<file path="src/rtl/mole_game_ctrl.sv">
// Reaction-game controller: raises one pseudo-random target at a time, scores
// synchronised button hits against it and counts missed raises up to a game-over limit.

module mole_hit_sync (
    input  logic clk,
    input  logic rst_n,
    input  logic pin,
    output logic pulse
);
    logic s1_q, s2_q, prev_q, pulse_q;
    logic s1_d, s2_d, prev_d, pulse_d;

    // Registered edge pulse: the FSM sees it 3 edges after the pin rises.
    always_comb begin
        s1_d    = pin;
        s2_d    = s1_q;
        prev_d  = s2_q;
        pulse_d = s2_q & ~prev_q;
    end

    always_ff @(posedge clk or negedge rst_n) begin
        if (!rst_n) begin
            s1_q    <= 1'b0;
            s2_q    <= 1'b0;
            prev_q  <= 1'b0;
            pulse_q <= 1'b0;
        end else begin
            s1_q    <= s1_d;
            s2_q    <= s2_d;
            prev_q  <= prev_d;
            pulse_q <= pulse_d;
        end
    end

    assign pulse = pulse_q;
endmodule

module mole_game_ctrl #(
    parameter int             NUM_MOLES   = 4,
    parameter int             UP_CYCLES   = 11,
    parameter int             DOWN_CYCLES = 11,
    parameter int             SCORE_W     = 8,
    parameter int             NUM_LEDS    = 6,
    parameter int             MAX_MISSES  = 3,
    parameter logic [7:0]     LFSR_SEED   = 8'hA5
) (
    input  logic                 clk,
    input  logic                 rst_n,
    input  logic                 start,
    input  logic [NUM_MOLES-1:0] hit_in,
    output logic [NUM_MOLES-1:0] mole_out,
    output logic [SCORE_W-1:0]   score,
    output logic [3:0]           misses,
    output logic [NUM_LEDS-1:0]  led,
    output logic                 game_over,
    output logic                 busy
);
    localparam int TMAX    = (UP_CYCLES > DOWN_CYCLES) ? UP_CYCLES : DOWN_CYCLES;
    localparam int TIMER_W = $clog2(TMAX);
    localparam int IDX_W   = $clog2(NUM_MOLES);

    typedef enum logic [1:0] {S_IDLE, S_DOWN, S_UP, S_OVER} state_t;

    logic [NUM_MOLES-1:0] hit_pulse;

    for (genvar i = 0; i < NUM_MOLES; i++) begin : g_sync
        mole_hit_sync u_sync (
            .clk   (clk),
            .rst_n (rst_n),
            .pin   (hit_in[i]),
            .pulse (hit_pulse[i])
        );
    end

    state_t               state_q, state_d;
    logic [TIMER_W-1:0]   timer_q, timer_d;
    logic [7:0]           lfsr_q, lfsr_d;
    logic [IDX_W-1:0]     idx_q, idx_d;
    logic [NUM_MOLES-1:0] mole_q, mole_d;
    logic [SCORE_W-1:0]   score_q, score_d;
    logic [3:0]           misses_q, misses_d;
    logic [NUM_LEDS-1:0]  led_q, led_d;
    logic                 game_over_q, game_over_d;
    logic                 busy_q, busy_d;

    always_comb begin
        state_d  = state_q;
        timer_d  = timer_q;
        idx_d    = idx_q;
        mole_d   = mole_q;
        score_d  = score_q;
        misses_d = misses_q;
        // Galois form of x^8+x^6+x^5+x^4+1, free-running.
        lfsr_d   = {1'b0, lfsr_q[7:1]} ^ (lfsr_q[0] ? 8'hB8 : 8'h00);

        case (state_q)
            S_IDLE, S_OVER: begin
                mole_d = '0;
                if (start) begin
                    state_d  = S_DOWN;
                    timer_d  = '0;
                    score_d  = '0;
                    misses_d = '0;
                end
            end
            S_DOWN: begin
                if (timer_q == TIMER_W'(DOWN_CYCLES - 1)) begin
                    state_d = S_UP;
                    timer_d = '0;
                    idx_d   = IDX_W'(32'(lfsr_q) % NUM_MOLES);
                    mole_d  = NUM_MOLES'(1) << idx_d;
                end else begin
                    timer_d = timer_q + 1'b1;
                end
            end
            S_UP: begin
                // A matching hit wins over a simultaneous timeout.
                if (hit_pulse[idx_q]) begin
                    score_d = (score_q == '1) ? score_q : score_q + 1'b1;
                    mole_d  = '0;
                    state_d = S_DOWN;
                    timer_d = '0;
                end else if (timer_q == TIMER_W'(UP_CYCLES - 1)) begin
                    mole_d   = '0;
                    misses_d = misses_q + 4'd1;
                    timer_d  = '0;
                    state_d  = (misses_d == 4'(MAX_MISSES)) ? S_OVER : S_DOWN;
                end else begin
                    timer_d = timer_q + 1'b1;
                end
            end
            default: state_d = S_IDLE;
        endcase

        game_over_d = (state_d == S_OVER);
        busy_d      = (state_d == S_DOWN) || (state_d == S_UP);
        led_d       = NUM_LEDS'(1) << (32'(score_q) % NUM_LEDS);
    end

    always_ff @(posedge clk or negedge rst_n) begin
        if (!rst_n) begin
            state_q     <= S_IDLE;
            timer_q     <= '0;
            lfsr_q      <= LFSR_SEED;
            idx_q       <= '0;
            mole_q      <= '0;
            score_q     <= '0;
            misses_q    <= '0;
            led_q       <= NUM_LEDS'(1);
            game_over_q <= 1'b0;
            busy_q      <= 1'b0;
        end else begin
            state_q     <= state_d;
            timer_q     <= timer_d;
            lfsr_q      <= lfsr_d;
            idx_q       <= idx_d;
            mole_q      <= mole_d;
            score_q     <= score_d;
            misses_q    <= misses_d;
            led_q       <= led_d;
            game_over_q <= game_over_d;
            busy_q      <= busy_d;
        end
    end

    assign mole_out  = mole_q;
    assign score     = score_q;
    assign misses    = misses_q;
    assign led       = led_q;
    assign game_over = game_over_q;
    assign busy      = busy_q;
endmodule

</file>
<file path="config.mk">
export PLATFORM = sky130hd
export DESIGN_NAME = mole_game_ctrl
export DESIGN_NICKNAME = d
export VERILOG_FILES = /design/src/rtl/mole_game_ctrl.sv
export SDC_FILE = /design/constraint.sdc
export NUM_CORES = 1
export LEC_CHECK = 0
export ABC_AREA = 1
export BUFFER_PORTS_ARGS = -buffer_cell sky130_fd_sc_hd__buf_2
export CORE_MARGIN = 3
export CORE_UTILIZATION = 60
export DETAILED_ROUTE_END_ITERATION = 6
export GPL_TIMING_DRIVEN = 0
export PLACE_DENSITY = 0.9
export SKIP_CTS_REPAIR_TIMING = 1
export SLEW_MARGIN = 5
export SYNTH_ARGS = -nofsm -noshare
export SYNTH_HDL_FRONTEND = slang
export SYNTH_HIERARCHICAL = 1
export SYNTH_SLANG_ARGS = --single-unit
</file>
<file path="constraint.sdc">
create_clock -name clk -period 7.1 [get_ports clk]
set_input_delay 0.355 -clock clk [delete_from_list [all_inputs] [get_ports clk]]
set_output_delay 0.355 -clock clk [all_outputs]
set_load 0.005 [all_outputs]
</file>
# Word level (Yosys, flattened, before mapping)
# Index checks and enable logic that the tools add are counted.
dict set report totals {
  word_cells 90
  register_bits 56
  out_inout_bits 24
  inputBits 7
}
dict set report classes {
  magnitude_cmp 1
  n_reduce_logical 8
  div 1
  muxes 24
  n_eq_ne 16
  bitwise_logic 9
  n_shift 2
  add_sub_neg 3
}
# operator n
set ops {}
lappend ops {{$mod 8x3->32 const B} 1}
lappend ops {{$mux 4} 8}
lappend ops {{$mux 8} 4}
lappend ops {{$shl 1x32->6 const A} 1}
lappend ops {{$pmux 4 s3} 2}
lappend ops {{$pmux 8 s2} 1}
lappend ops {{$ne 2x2->1 const B} 6}
lappend ops {{$mux 2} 5}
lappend ops {{$add 4x1->4 const B} 2}
lappend ops {{$add 8x1->8 const B} 1}
lappend ops {{$eq 2x2->1 const B} 4}
lappend ops {{$eq 8x8->1 const B} 1}
lappend ops {{$pmux 4 s2} 1}
lappend ops {{$reduce_and 4->1} 2}
lappend ops {{$xor 7x8->8} 1}
lappend ops {{$pmux 2 s3} 1}
lappend ops {{$and 1x1->1} 4}
lappend ops {{$eq 2x1->1 const B} 2}
lappend ops {{$eq 4x2->1 const B} 1}
lappend ops {{$eq 4x4->1 const B} 1}
lappend ops {{$not 1->1} 4}
lappend ops {{$reduce_and 2->1} 2}
lappend ops {{$shl 1x2->4 const A} 1}
lappend ops {{$lt 2x3->1 const B} 1}
lappend ops {{other kinds (7)} 7}

# Logic depth before layout (Yosys ltp)
dict set report depth {
  depth_word 8
  ltp_mapped 30
  ltp_nobuf 29
}

# Hierarchy
# The synthesis kept the hierarchy.
# mod seq_area_each_um2 cells_each n_inst area_each_um2
set modules_own_cells {}
lappend modules_own_cells {mole_game_ctrl 1007.2 282 1 2353.5}
lappend modules_own_cells {mole_hit_sync 100.1 6 4 110.1}

# Worst setup path after synthesis
# Ideal clock, no wire load.
dict set report synth_timing {
  kind {register to register}
  from {register score_q[6] (netlist: score[6])}
  to {register led_q[1] (netlist: led[1])}
  period_less_slack_ns 2.874
  setup_slack_ns 4.226
  stages_incl_launch_ff 27
  setup_time_ns 0.072
  arrival_time_ns 2.803
  path_buffers 1
  t_required_ns 7.028
  cell_sequence {dfrtp_1 -> clkbuf_1 -> ha_1 -> inv_1 -> nand3_1 -> nand2_2 -> nand2_1 -> nand2_1 -> nand2_1 -> nor2_2 -> nand2_2 -> nand2_2 -> nand3_2 -> nand3_2 -> nand2_1 -> nand3_2 -> nand3_2 -> nand2_2 -> nand2_2 -> inv_1 -> ha_1 -> inv_1 -> nand3_1 -> nand2_1 -> o21ai_2 -> nand3_2 -> nor2_1}
}
dict set report synth_via {
  elab_chain_cells 2
}
# item line
set synth_lines {}
lappend synth_lines {{start: declaration} 80} ;# logic [SCORE_W-1:0] score_q, score_d;
lappend synth_lines {{start signal: assignment} 158} ;# score_q <= score_d;
lappend synth_lines {{$mod 8x3->32} 137} ;# led_d = NUM_LEDS'(1) << (32'(score_q) % NUM_LEDS);
lappend synth_lines {{$shl 1x32->6} 137}
lappend synth_lines {{named net led_d[1]} 82} ;# logic [NUM_LEDS-1:0] led_q, led_d;
lappend synth_lines {{end signal: assignment} 160} ;# led_q <= led_d;
lappend synth_lines {{end: declaration} 82}
# The timed path passes the listed nets, and every way through them passes these cells.
# A chain may end at the register's enable or synchronous reset.

# Worst setup path after layout
dict set report layout_timing {
  from {register score_q[6] (netlist: score[6])}
  to {register led_q[0] (netlist: led[0])}
}
# The elaborated chain is that of the path after synthesis.

==> run metrics <==
Pleak 1.650 nW; initial antenna violation count 0; ys async rst share 100.0%; most frequent cell after synthesis nand2_1; die area 5512 µm²; area share of the largest cell type after synthesis 45.68%; startpoint types flop; Hold WS 156.8 ps; Critical Path RT 7330 ps; first-pass GRT wire length 8376 µm; core footprint 4414 µm²; share of layout cells above drive strength 1 24.42%; Synth cell types 38; 1st-iter DRT viols 121; pwr/cell area 212.1 nW/µm²; Final Hold Viols 0; crit-path max FO 9; Initial Utilization 63.29%; routed vias/inst 5.260; GP Congestion 0.8351; syn_nets 325; PortBufs 30; number of setup violations in the final report 0; sequential-to-total area share from yosys stat 50.38%; Inserted Clock Buffers 5; Routed WL 4702 µm; mux cell area share after synthesis 0%; GRT Util Overall 19.38%; EDFF count, synth 0; most used cell along the critical path nand2_1; largest net degree at the start of global routing 57; Worst Skew 3.925 ps; Clk pin slew, worst setup/hold paths 90 ps; syn avg cell area 9.130 µm²; Post-synth top cells 61 x nand2_1, 51 x dfrtp_1, 39 x inv_1; fill cell count 326; Slowest-stage cell, CP dfrtp_1; # rows 24; Die H 74.24 µm; CTS Root Cell clkbuf_8; max frequency 309.4 MHz; xor/xnor cell area share of the yosys netlist 2.194%; area grow syn2layout 11.69%; slowest stage delay, CP 480 ps; ant diodes 0; clk_lat worst skew 300 ps; DP HPWL 3533 µm; Arrival @ worst endpoint 3470 ps; drt pass-1 iters 4; largest family of logic cells by synthesized area simple AND/OR/NAND/NOR gates; max-cap violation count 0; Final min period 3232 ps; TritonCTS Sinks 56; deepest clock path buffer count 2; Primary FF master, synth dfrtp_1; crit share post-route 45.53%; synth warn 6; Post-Synth Adder-Cell Area 5.374%; via count 2,083; Post-Syn Area 2794 µm²; simple-gate share of the synthesized area 26.65%; Sum Neg Setup Slack 0 ps; Nets 362; cell taking the most area after synthesis dfrtp_1; synthesized flop and latch total 56; Die W 74.24 µm; RSZ-0062 raised after global routing no; CP Capture Type flop; number of routed nets with antenna violations 0; post-synthesis cell count 306; CTS tree done; Top Ports 31; worst vdd rail ir drop 181.5 µV; worst hold path class in -> reg; pins over their slew limit 0; top post-synthesis cells by area dfrtp_1 46%, nand2_1 8.2%, ha_1 5.4%, inv_1 5.2%, dfstp_2 4.7%; total gr overflow 0; Compound-Gate Fraction of Synth Area 7.882%; wire length per cell 11.87 µm; critical path class reg -> reg; final core occ 70.69%; # DRC 0; Max-slew headroom 22.20%; vias in the first global route 2,009; Worst Tran Pin Value 1167 ps; H-tree depth 2; status complete, no violations
[metal layers]
| metal | wire length [µm] | GRT usage, % | vias to the layer above |
|---|---|---|---|
| li1 | - | - | 1057 |
| met1 | 2112 | 24.91 | 983 |
| met2 | 2358 | 33.07 | 39 |
| met3 | 202 | 4.189 | 4 |
| met4 | 29 | 5.929 | 0 |
| met5 | 0 | 0 | - |
[path summary, 6_finish.rpt]
| path | startpoint | slack (ps) | to | cells after the start |
|---|---|---|---|---|
| worst max register to register | score[6] | 3870 | led[0] | 28 |
| max in group asynchronous | rst_n | 6100 | led[2] | 1 |
| worst min register to register | g_sync[0].u_sync/s1_q | 350 | g_sync[0].u_sync/prev_d | 0 |
| worst min-delay path | hit_in[3] | 160 | g_sync[3].u_sync/s1_q | 1 |
| worst max-delay path | score[6] | 3870 | led[0] | 28 |
| min in group asynchronous | rst_n | 290 | score[4] | 1 |
[cell usage in the layout, fill, tap and decap left out, types with 6 or more instances in the layout]
| master | Yosys | routed |
|---|---|---|
| dfrtp_1 | 51 | 51 |
| ha_1 | 12 | 12 |
| buf_2 | 0 | 30 |
| nand2_1 | 61 | 61 |
| inv_1 | 39 | 39 |
| nor2_2 | 6 | 6 |
| nand3_2 | 10 | 10 |
| nand2_2 | 13 | 13 |
| o21ai_0 | 20 | 20 |
| nand3_1 | 26 | 26 |
| nor2_1 | 15 | 15 |
[power breakdown]
part	internal, mW	switching [mW]	leakage [nW]
registers	0.339	0.0143	0.723
logic	0.0330	0.0728	0.871
clock network	0.107	0.0963	0.0558
total	0.478	0.183	1.65
[stage by stage]
| stage | cell area, µm² | setup WS [ps] | total power, mW | cells |
|---|---|---|---|---|
| floorplan | 2794 | 4226 | 0.4281 | 306 |
| global placement | 3009 | 4026 | 0.4596 | 388 |
| detailed placement | 3009 | 3872 | 0.4644 | 388 |
| CTS | 3120 | 3858 | 0.6702 | 396 |
| global route | 3120 | 3501 | 0.7043 | 396 |
| finish | 3120 | 3868 | 0.6618 | 396 |
[cell families after synthesis]
logic type,Yosys count
simple gates,145
flops,56
buf+inv,50
compound gates,36
fa+ha+maj,12
xor+xnor,7
[critical path, delay by kind of cell, from the launching register on]
family / cells / cell delay [ps]
compound gates: 1 / 240
fa+ha+maj: 2 / 410
buf+inv: 6 / 410
flops: 1 / 480
simple gates: 19 / 1620
[area by class of cell]
class | count | area, µm² | area share (%)
plain buffers | 4 | 22.52 | 0.7217
clock inverters | 2 | 38.79 | 1.243
multi-input cells | 200 | 1176 | 37.69
repair buffers | 30 | 150.1 | 4.812
clock buffers | 6 | 72.57 | 2.326
inverters | 46 | 187.7 | 6.014
flip-flops and latches | 56 | 1408 | 45.11
well taps | 52 | 65.06 | 2.085
[flip-flops by register name, indices dropped and copies added, names as in the netlist]
signal,count
busy,1
misses,4
idx_q,2
mole_out,4
game_over,1
g_sync.u_sync/pulse,4
led,6
lfsr_q,8
g_sync.u_sync/s1_q,4
state_q,2
score,8
g_sync.u_sync/prev_q,4
timer_q,4
g_sync.u_sync/prev_d,4
No activity file was read; power rests on OpenSTA's default activity.
